===== config.mk =====
export PLATFORM = sky130hd
export DESIGN_NAME = io_serdes_bridge_flat
export DESIGN_NICKNAME = d
export VERILOG_FILES = /design/src/rtl/io_serdes_bridge_pkg.sv /design/src/rtl/io_serdes_bridge_if.sv /design/src/rtl/io_serdes_out_shifter.sv /design/src/rtl/io_serdes_bridge.sv /design/src/flat_wrapper.sv
export SDC_FILE = /design/constraint.sdc
export NUM_CORES = 1
export LEC_CHECK = 0
export CAP_MARGIN = 0
export CELL_PAD_IN_SITES_DETAIL_PLACEMENT = 1
export CELL_PAD_IN_SITES_GLOBAL_PLACEMENT = 2
export CORE_AREA = 8 8 124 126
export CTS_CLUSTER_DIAMETER = 60
export DETAILED_ROUTE_END_ITERATION = 10
export DIE_AREA = 0 0 132 134
export PLACE_DENSITY_LB_ADDON = 0.25
export SLEW_MARGIN = 0
export SYNTH_ARGS = -nofsm -noshare
export SYNTH_HDL_FRONTEND = slang
export SYNTH_SLANG_ARGS = --single-unit

===== constraint.sdc =====
create_clock -name clk -period 1.4 [get_ports clk]
set_input_delay 0.28 -clock clk [delete_from_list [all_inputs] [get_ports clk]]
set_output_delay 0.28 -clock clk [all_outputs]
set_load 0.005 [all_outputs]

===== src/rtl/io_serdes_bridge_pkg.sv =====
// io_serdes_bridge_pkg
// Shared constants, FSM state types and a counter-width helper for the
// pad-to-core serdes bridge.
//   PAD_IN_W / PAD_OUT_W / IO_OPCODE_L : default pad beat and opcode widths
//   CORE_IN_W / CORE_OUT_W             : default core word widths
//   BEATS_IN / BEATS_OUT               : beats per core word for the defaults
package io_serdes_bridge_pkg;

  localparam int PAD_IN_W    = 8;
  localparam int CORE_IN_W   = 32;
  localparam int PAD_OUT_W   = 8;
  localparam int CORE_OUT_W  = 32;
  localparam int IO_OPCODE_L = 4;

  localparam int BEATS_IN  = CORE_IN_W / PAD_IN_W;
  localparam int BEATS_OUT = CORE_OUT_W / PAD_OUT_W;

  typedef enum logic [1:0] {IN_IDLE, IN_COLLECT, IN_HOLD} in_fsm_t;
  typedef enum logic       {OUT_IDLE, OUT_SHIFT}           out_fsm_t;

  // Bits needed to index n beats; never narrower than one bit.
  function automatic int cnt_w(input int n);
    return (n > 1) ? $clog2(n) : 1;
  endfunction

endpackage


===== src/rtl/io_serdes_bridge_if.sv =====
// io_serdes_bridge_if
// Pad-side and core-side handshake bundle of the serdes bridge.
//   slave  : the bridge's view (consumes pad input beats and core output words)
//   master : the surrounding pad ring / core view
interface io_serdes_bridge_if
  import io_serdes_bridge_pkg::*;
#(
  parameter int PAD_IN_W   = io_serdes_bridge_pkg::PAD_IN_W,
  parameter int CORE_IN_W  = io_serdes_bridge_pkg::CORE_IN_W,
  parameter int PAD_OUT_W  = io_serdes_bridge_pkg::PAD_OUT_W,
  parameter int CORE_OUT_W = io_serdes_bridge_pkg::CORE_OUT_W,
  parameter int OPCODE_W   = io_serdes_bridge_pkg::IO_OPCODE_L
);
  logic [PAD_IN_W-1:0]   in_pad_data;
  logic [OPCODE_W-1:0]   in_pad_opcode;
  logic                  in_pad_valid;
  logic                  in_pad_busy;
  logic [CORE_IN_W-1:0]  in_core_data;
  logic [OPCODE_W-1:0]   in_core_opcode;
  logic                  in_core_valid;
  logic                  in_core_ready;
  logic [CORE_OUT_W-1:0] out_core_data;
  logic                  out_core_valid;
  logic                  out_core_ready;
  logic [PAD_OUT_W-1:0]  out_pad_data;
  logic                  out_pad_valid;
  logic                  out_pad_last;

  modport slave (
    input  in_pad_data, in_pad_opcode, in_pad_valid, in_core_ready,
    input  out_core_data, out_core_valid,
    output in_pad_busy, in_core_data, in_core_opcode, in_core_valid,
    output out_core_ready, out_pad_data, out_pad_valid, out_pad_last
  );

  modport master (
    output in_pad_data, in_pad_opcode, in_pad_valid, in_core_ready,
    output out_core_data, out_core_valid,
    input  in_pad_busy, in_core_data, in_core_opcode, in_core_valid,
    input  out_core_ready, out_pad_data, out_pad_valid, out_pad_last
  );
endinterface


===== src/rtl/io_serdes_out_shifter.sv =====
// io_serdes_out_shifter
// Serialises one CORE_OUT_W word into BEATS_OUT pad beats, LSB-first.
// Optional macro IO_SERDES_OUT_PARITY_EN adds o_pad_parity.
//   clk, i_clr            : clock, synchronous clear (reset or flush)
//   i_core_data/_valid    : word offered by the core
//   o_core_ready          : high while idle
//   o_pad_data/_valid/_last : registered beat stream, data 0 when not valid
//   o_pad_parity          : XOR of o_pad_data (only with the macro)
module io_serdes_out_shifter
  import io_serdes_bridge_pkg::*;
#(
  parameter int PAD_OUT_W  = io_serdes_bridge_pkg::PAD_OUT_W,
  parameter int CORE_OUT_W = io_serdes_bridge_pkg::CORE_OUT_W
) (
  input  logic                  clk,
  input  logic                  i_clr,
  input  logic [CORE_OUT_W-1:0] i_core_data,
  input  logic                  i_core_valid,
  output logic                  o_core_ready,
  output logic [PAD_OUT_W-1:0]  o_pad_data,
  output logic                  o_pad_valid,
`ifdef IO_SERDES_OUT_PARITY_EN
  output logic                  o_pad_parity,
`endif
  output logic                  o_pad_last
);
  localparam int N_OUT = CORE_OUT_W / PAD_OUT_W;
  localparam int CW    = cnt_w(N_OUT);

  out_fsm_t              r_st, w_nxt;
  logic [CORE_OUT_W-1:0] r_shift;
  logic [CW-1:0]         r_cnt;   // index of the beat to emit next
  logic [PAD_OUT_W-1:0]  r_pad_d;
  logic                  r_pad_v, r_last, r_par;
  logic                  w_cap, w_beat_v, w_beat_last;
  logic [PAD_OUT_W-1:0]  w_beat_d;

  always_ff @(posedge clk) begin
    if (i_clr) r_st <= OUT_IDLE;
    else       r_st <= w_nxt;
  end

  always_comb begin
    w_nxt       = r_st;
    w_cap       = 1'b0;
    w_beat_v    = 1'b0;
    w_beat_d    = '0;
    w_beat_last = 1'b0;
    case (r_st)
      OUT_IDLE: if (i_core_valid) begin
        w_cap       = 1'b1;
        w_nxt       = OUT_SHIFT;
        w_beat_v    = 1'b1;
        w_beat_d    = i_core_data[PAD_OUT_W-1:0];
        w_beat_last = (N_OUT == 1);
      end
      OUT_SHIFT: begin
        if (r_last) w_nxt = OUT_IDLE;
        else begin
          w_beat_v    = 1'b1;
          w_beat_d    = r_shift[PAD_OUT_W-1:0];
          w_beat_last = (r_cnt == CW'(N_OUT - 1));
        end
      end
      default: w_nxt = OUT_IDLE;
    endcase
  end

  // beat register stage
  always_ff @(posedge clk) begin
    if (i_clr) begin
      r_shift <= '0;
      r_cnt   <= '0;
      r_pad_d <= '0;
      r_pad_v <= 1'b0;
      r_last  <= 1'b0;
      r_par   <= 1'b0;
    end else begin
      r_pad_v <= w_beat_v;
      r_pad_d <= w_beat_d;
      r_last  <= w_beat_last;
      r_par   <= ^w_beat_d;
      if (w_cap) begin
        r_shift <= i_core_data >> PAD_OUT_W;
        r_cnt   <= CW'(1);
      end else if (w_beat_v) begin
        r_shift <= r_shift >> PAD_OUT_W;
        r_cnt   <= r_cnt + CW'(1);
      end
    end
  end

  assign o_core_ready = (r_st == OUT_IDLE);
  assign o_pad_data   = r_pad_d;
  assign o_pad_valid  = r_pad_v;
  assign o_pad_last   = r_last;
`ifdef IO_SERDES_OUT_PARITY_EN
  assign o_pad_parity = r_par;
`else
  logic w_par_unused;
  assign w_par_unused = r_par;
`endif
endmodule


===== src/rtl/io_serdes_bridge.sv =====
// io_serdes_bridge
// Pad-to-core bridge: assembles CORE_IN_W words from PAD_IN_W pad beats
// (LSB-first) and serialises CORE_OUT_W core words into PAD_OUT_W beats.
// Optional macro IO_SERDES_OUT_PARITY_EN adds out_pad_parity.
//   clk, rst            : clock, synchronous active-high reset
//   reset_execution_io  : soft flush of both paths (keeps err_overflow)
//   bus (slave)         : pad/core handshakes, see io_serdes_bridge_if
//   err_overflow        : sticky, a pad beat arrived while busy
//   out_pad_parity      : even parity of out_pad_data (only with the macro)
module io_serdes_bridge
  import io_serdes_bridge_pkg::*;
#(
  parameter int PAD_IN_W   = io_serdes_bridge_pkg::PAD_IN_W,
  parameter int CORE_IN_W  = io_serdes_bridge_pkg::CORE_IN_W,
  parameter int PAD_OUT_W  = io_serdes_bridge_pkg::PAD_OUT_W,
  parameter int CORE_OUT_W = io_serdes_bridge_pkg::CORE_OUT_W,
  parameter int OPCODE_W   = io_serdes_bridge_pkg::IO_OPCODE_L
) (
  input  logic                clk,
  input  logic                rst,
  input  logic                reset_execution_io,
  io_serdes_bridge_if.slave   bus,
`ifdef IO_SERDES_OUT_PARITY_EN
  output logic                out_pad_parity,
`endif
  output logic                err_overflow
);
  localparam int N_IN = CORE_IN_W / PAD_IN_W;
  localparam int CW   = cnt_w(N_IN);

  if ((PAD_IN_W < 1) || (CORE_IN_W < PAD_IN_W) || ((CORE_IN_W % PAD_IN_W) != 0)) begin : g_bad_in
    $error("CORE_IN_W must be a non-zero multiple of PAD_IN_W");
  end
  if ((PAD_OUT_W < 1) || (CORE_OUT_W < PAD_OUT_W) || ((CORE_OUT_W % PAD_OUT_W) != 0)) begin : g_bad_out
    $error("CORE_OUT_W must be a non-zero multiple of PAD_OUT_W");
  end

  logic                 w_clr;
  in_fsm_t              r_in_st, w_in_nxt;
  logic [CW-1:0]        r_in_cnt;
  logic [CORE_IN_W-1:0] r_in_data;
  logic [OPCODE_W-1:0]  r_in_op;
  logic                 r_busy, r_err, w_accept, w_last_beat;

  assign w_clr       = rst | reset_execution_io;
  assign w_accept    = bus.in_pad_valid & ~r_busy;
  assign w_last_beat = (r_in_cnt == CW'(N_IN - 1));

  always_ff @(posedge clk) begin
    if (w_clr) r_in_st <= IN_IDLE;
    else       r_in_st <= w_in_nxt;
  end

  always_comb begin
    w_in_nxt = r_in_st;
    case (r_in_st)
      IN_IDLE:    if (w_accept) w_in_nxt = (N_IN == 1) ? IN_HOLD : IN_COLLECT;
      IN_COLLECT: if (w_accept && w_last_beat) w_in_nxt = IN_HOLD;
      IN_HOLD:    if (bus.in_core_ready) w_in_nxt = IN_IDLE;
      default:    w_in_nxt = IN_IDLE;
    endcase
  end

  // assembly stage: busy/valid are registered copies of "next state is HOLD"
  always_ff @(posedge clk) begin
    if (w_clr) begin
      r_in_cnt  <= '0;
      r_in_data <= '0;
      r_in_op   <= '0;
      r_busy    <= 1'b0;
    end else begin
      r_busy <= (w_in_nxt == IN_HOLD);
      if (w_accept) begin
        r_in_cnt <= w_last_beat ? '0 : r_in_cnt + CW'(1);
        if (r_in_st == IN_IDLE) r_in_op <= bus.in_pad_opcode;
        for (int k = 0; k < N_IN; k++)
          if (r_in_cnt == CW'(k)) r_in_data[k*PAD_IN_W +: PAD_IN_W] <= bus.in_pad_data;
      end
    end
  end

  // Overflow survives the soft flush; only a hard reset clears it.
  always_ff @(posedge clk) begin
    if (rst)                            r_err <= 1'b0;
    else if (bus.in_pad_valid && r_busy) r_err <= 1'b1;
  end

  assign bus.in_pad_busy    = r_busy;
  assign bus.in_core_valid  = r_busy;
  assign bus.in_core_data   = r_in_data;
  assign bus.in_core_opcode = r_in_op;
  assign err_overflow       = r_err;

  io_serdes_out_shifter #(
    .PAD_OUT_W  (PAD_OUT_W),
    .CORE_OUT_W (CORE_OUT_W)
  ) u_out (
    .clk          (clk),
    .i_clr        (w_clr),
    .i_core_data  (bus.out_core_data),
    .i_core_valid (bus.out_core_valid),
    .o_core_ready (bus.out_core_ready),
    .o_pad_data   (bus.out_pad_data),
    .o_pad_valid  (bus.out_pad_valid),
`ifdef IO_SERDES_OUT_PARITY_EN
    .o_pad_parity (out_pad_parity),
`endif
    .o_pad_last   (bus.out_pad_last)
  );
endmodule


===== src/flat_wrapper.sv =====
// flat-port wrapper written by rule: the top's interface ports become plain ports
module io_serdes_bridge_flat import io_serdes_bridge_pkg::*;
#(
  parameter int PAD_IN_W   = io_serdes_bridge_pkg::PAD_IN_W,
  parameter int CORE_IN_W  = io_serdes_bridge_pkg::CORE_IN_W,
  parameter int PAD_OUT_W  = io_serdes_bridge_pkg::PAD_OUT_W,
  parameter int CORE_OUT_W = io_serdes_bridge_pkg::CORE_OUT_W,
  parameter int OPCODE_W   = io_serdes_bridge_pkg::IO_OPCODE_L
)
  (clk, rst, reset_execution_io, err_overflow, bus_in_pad_data, bus_in_pad_opcode, bus_in_pad_valid, bus_in_core_ready, bus_out_core_data, bus_out_core_valid, bus_in_pad_busy, bus_in_core_data, bus_in_core_opcode, bus_in_core_valid, bus_out_core_ready, bus_out_pad_data, bus_out_pad_valid, bus_out_pad_last);
  io_serdes_bridge_if #(.PAD_IN_W(PAD_IN_W), .CORE_IN_W(CORE_IN_W), .PAD_OUT_W(PAD_OUT_W), .CORE_OUT_W(CORE_OUT_W), .OPCODE_W(OPCODE_W)) bus_i ();
  input  logic clk;
  input  logic rst;
  input  logic reset_execution_io;
  output logic err_overflow;
  input wire logic [$bits(bus_i.in_pad_data)-1:0] bus_in_pad_data;
  input wire logic [$bits(bus_i.in_pad_opcode)-1:0] bus_in_pad_opcode;
  input wire logic [$bits(bus_i.in_pad_valid)-1:0] bus_in_pad_valid;
  input wire logic [$bits(bus_i.in_core_ready)-1:0] bus_in_core_ready;
  input wire logic [$bits(bus_i.out_core_data)-1:0] bus_out_core_data;
  input wire logic [$bits(bus_i.out_core_valid)-1:0] bus_out_core_valid;
  output wire logic [$bits(bus_i.in_pad_busy)-1:0] bus_in_pad_busy;
  output wire logic [$bits(bus_i.in_core_data)-1:0] bus_in_core_data;
  output wire logic [$bits(bus_i.in_core_opcode)-1:0] bus_in_core_opcode;
  output wire logic [$bits(bus_i.in_core_valid)-1:0] bus_in_core_valid;
  output wire logic [$bits(bus_i.out_core_ready)-1:0] bus_out_core_ready;
  output wire logic [$bits(bus_i.out_pad_data)-1:0] bus_out_pad_data;
  output wire logic [$bits(bus_i.out_pad_valid)-1:0] bus_out_pad_valid;
  output wire logic [$bits(bus_i.out_pad_last)-1:0] bus_out_pad_last;
  assign bus_i.in_pad_data = bus_in_pad_data;
  assign bus_i.in_pad_opcode = bus_in_pad_opcode;
  assign bus_i.in_pad_valid = bus_in_pad_valid;
  assign bus_i.in_core_ready = bus_in_core_ready;
  assign bus_i.out_core_data = bus_out_core_data;
  assign bus_i.out_core_valid = bus_out_core_valid;
  assign bus_in_pad_busy = bus_i.in_pad_busy;
  assign bus_in_core_data = bus_i.in_core_data;
  assign bus_in_core_opcode = bus_i.in_core_opcode;
  assign bus_in_core_valid = bus_i.in_core_valid;
  assign bus_out_core_ready = bus_i.out_core_ready;
  assign bus_out_pad_data = bus_i.out_pad_data;
  assign bus_out_pad_valid = bus_i.out_pad_valid;
  assign bus_out_pad_last = bus_i.out_pad_last;
  io_serdes_bridge #(.PAD_IN_W(PAD_IN_W), .CORE_IN_W(CORE_IN_W), .PAD_OUT_W(PAD_OUT_W), .CORE_OUT_W(CORE_OUT_W), .OPCODE_W(OPCODE_W)) u_core (.clk(clk), .rst(rst), .reset_execution_io(reset_execution_io), .bus(bus_i), .err_overflow(err_overflow));
endmodule

==> results.yml <==
detailed_routing:
  wire_per_inst_um: 15.6
  wl_um: 9880
  drcViolationCount: 0
  routed_via_density: 4.35
  dr.pass1.iters: 4
  drt_iter0_drc: 183
  vias: 2751
  antenna_left: 0
cells_and_area:
  layout-drive-gt1-share: 0.102
  instances_no_fill: 632
  antenna_cells: 0
  finalInstanceArea_mm2: 0.00458
  fill_cells: 1579
  nNetsFinal: 502
  syn2layout_area_growth_pct: 52.1
power_and_ir_drop:
  ir_worst_vdd_uv: 436
  finalPower_mw: 5.38
  p_per_area_mw_per_mm2: 1170
  leakage_nw: 1.83
logic_synthesis:
  syn_nets: 402
  ys_seq_area_frac: 0.518
  synth_fa_ha_area_frac: 0.0208
  synth_area_mm2: 0.00301
  synth_xor_xnor_area_share: 0
  syn_avg_cell_area_um2: 8.69
  synth_top_family_by_area: "simple AND/OR/NAND/NOR gates"
  synth_mux_area_frac: 0.0266
  synth_common_cells: "dfxtp_1, nand2_1, a21oi_1"
  synth_edf_count: 0
  synthMostInstantiatedCell: "dfxtp_1"
  synth_cell_types: 26
  synth_largest_area_cell: "dfxtp_1"
  ys_warn_count: 0
  synthCells: 347
  ys_seq_elements: 78
  synth_ff_type: "dfxtp_1"
  synth-simple-area-share: 0.218
  yosysTopAreaCellShare: 0.518
  synthArstFlopShare: 0
  synth_compound_area_frac: 0.159
  synth_area_leaders: "dfxtp_1, a21oi_1, nand3_1"
sta:
  max_slew_margin: 0.826
  setup_violations: 0
  rsz0062_at_grt: "false"
  clock.fmax_mhz: 759
  period_needed_ns: 1.32
  hold_violations: 0
  tightest_slew_ns: 0.260
  slew_violations: 0
  tns_ns: 0
  final.setup_skew_ns: 0.00569
  final.period_utilization: 0.941
min_path:
  hold_path.class: "reg2reg"
clocking:
  clockBufferDepth: 2
  cts_made_buffers: 9
  insertion_delay_ns: 0.34
  clkTransAtPathRegs_ns: 0.06
  clkSinkCount: 78
  cts_root_buffer: "clkbuf_16"
  cts.htree.levels: 3
  cts_hold_buffers: 0
  cts_tree: "done"
place:
  port_buffers: 99
  placed_cell_area_mm2: 0.00431
  dp_hpwl_um: 6920
  place_congestion: 0.703
  placed_cells: 616
die:
  rows: 43
  ios: 100
  die_height_um: 134
  dieArea_mm2: 0.0177
  start_util: 0.223
  core_region_area_mm2: 0.0135
  die_x_um: 132
flow_run:
  maxCapViolations: 0
critical_path:
  cp.arrival_ns: 1.58
  startpoint_type: "flop"
  rrSetupSlack_ns: 0.08
  cp-end-kind: "flop"
  cp.required_ns: 1.67
  worstSetupPathType: "reg2reg"
  path_max_fanout: 5
grt:
  antenna_found_initial: 0
  grtUsageTotal: 0.114
  use_met3: 0.0467
  grt_overflow: 0
  met2_usage: 0.178
  top_usage_layer: "met2"
  grt_pass1_vias: 2908
  grt_max_degree: 42
  met1_usage: 0.139
  grt_pass1_wl_um: 15900
run_status:
  run_status: "complete, no violations"
[final cells by class]
| class | count | area, um2 | area share |
|---|---|---|---|
| tap | 180 | 225 | 0.0491 |
| clock buffer | 11 | 243 | 0.0529 |
| clock inverter | 5 | 82.6 | 0.0180 |
| multi-input combinational | 236 | 1280 | 0.280 |
| timing repair buffer | 119 | 1170 | 0.254 |
| sequential | 78 | 1570 | 0.343 |
| inverter | 3 | 11.3 | 0.00246 |
[state kept, by name (all words and copies together), names as in the netlist]
name	flops
u_core.bus.in_core_data	32
u_core.err_overflow	1
u_core.bus.in_core_valid	1
u_core.u_out.o_pad_data	8
u_core.r_in_st	2
u_core.u_out.r_cnt	2
u_core.u_out.r_shift	24
u_core.bus.in_core_opcode	4
u_core.u_out.r_st	1
u_core.u_out.o_pad_last	1
u_core.r_in_cnt	2
[per-stage QoR]
stage	utilization	hold WS [ns]	worst slack (ns)
3_5_place_dp	0.319	0.447	-0.268
2_1_floorplan	-	0.352	0.0468
6_report	0.339	0.451	0.0827
4_1_cts	0.339	0.454	0.0723
3_3_place_gp	0.319	0.445	-0.232
5_1_grt	0.339	0.476	0.0000335
[placed cells by master (no fill, tap or decap)]
master,count
and3_1,1
bufinv_16,2
mux2i_1,8
buf_12,7
nor3_1,3
a22oi_1,16
nand2b_1,2
clkbuf_1,1
nand2_1,56
or3b_2,1
or3b_1,1
ha_1,5
buf_4,13
dfxtp_4,2
dlygate4sd2_1,50
nor4b_4,1
nor2_1,17
nand3b_4,1
and2b_1,1
nand3_1,48
a211oi_1,1
clkinvlp_4,3
dfxtp_2,3
or2_2,1
o21ai_0,8
nand3b_1,3
dfxtp_1,73
clkbuf_16,9
a21oi_1,52
clkbuf_8,1
nor2b_2,2
clkdlybuf4s50_1,49
inv_1,3
a31oi_1,8
[critical path, cell delays in order, from the launching register on]
cell and delay [ns]:
dfxtp_1 0.40, ha_1 0.25, nand3b_4 0.08, or3b_1 0.37, a21oi_1 0.14
[per-layer routing]
layer / vias up / share of wire / wire [um]
met2: 73 / 0.45 / 4460
met1: 1267 / 0.48 / 4720
li1: 1403 / - / -
met4: 0 / 0.013 / 130
met3: 8 / 0.057 / 565
met5: - / 0 / 0
[final timing paths]
check,end,cells after the start,from
setup / recovery,u_core.bus.in_core_valid$_SDFF_PP0_,4,u_core.r_in_cnt[0]$_SDFFE_PP0P_
hold / removal,u_core.bus.in_core_data[13]$_SDFFE_PP0P_,2,u_core.bus.in_core_data[13]$_SDFFE_PP0P_
setup reg to reg,u_core.bus.in_core_valid$_SDFF_PP0_,4,u_core.r_in_cnt[0]$_SDFFE_PP0P_
hold reg to reg,u_core.bus.in_core_data[13]$_SDFFE_PP0P_,2,u_core.bus.in_core_data[13]$_SDFFE_PP0P_
[power by group]
part           internal, mW  switching (mW)
Clock                  1.61           0.950
Sequential             2.27          0.0279
Combinational         0.273           0.246
[kinds of logic after synthesis]
family,count (synthesis)
fa+ha+maj,5
buf+inv,33
compound gates,85
simple gates,138
mux,8
flops,78
[what timing repair did]
| action | 4_1_cts | 5_1_grt |
|---|---|---|
| resized for setup | 57 | 0 |
| setup buffers | 0 | 0 |
| endpoints found under the setup margin | 50 | 0 |
No activity file was read; power rests on OpenSTA's default activity.
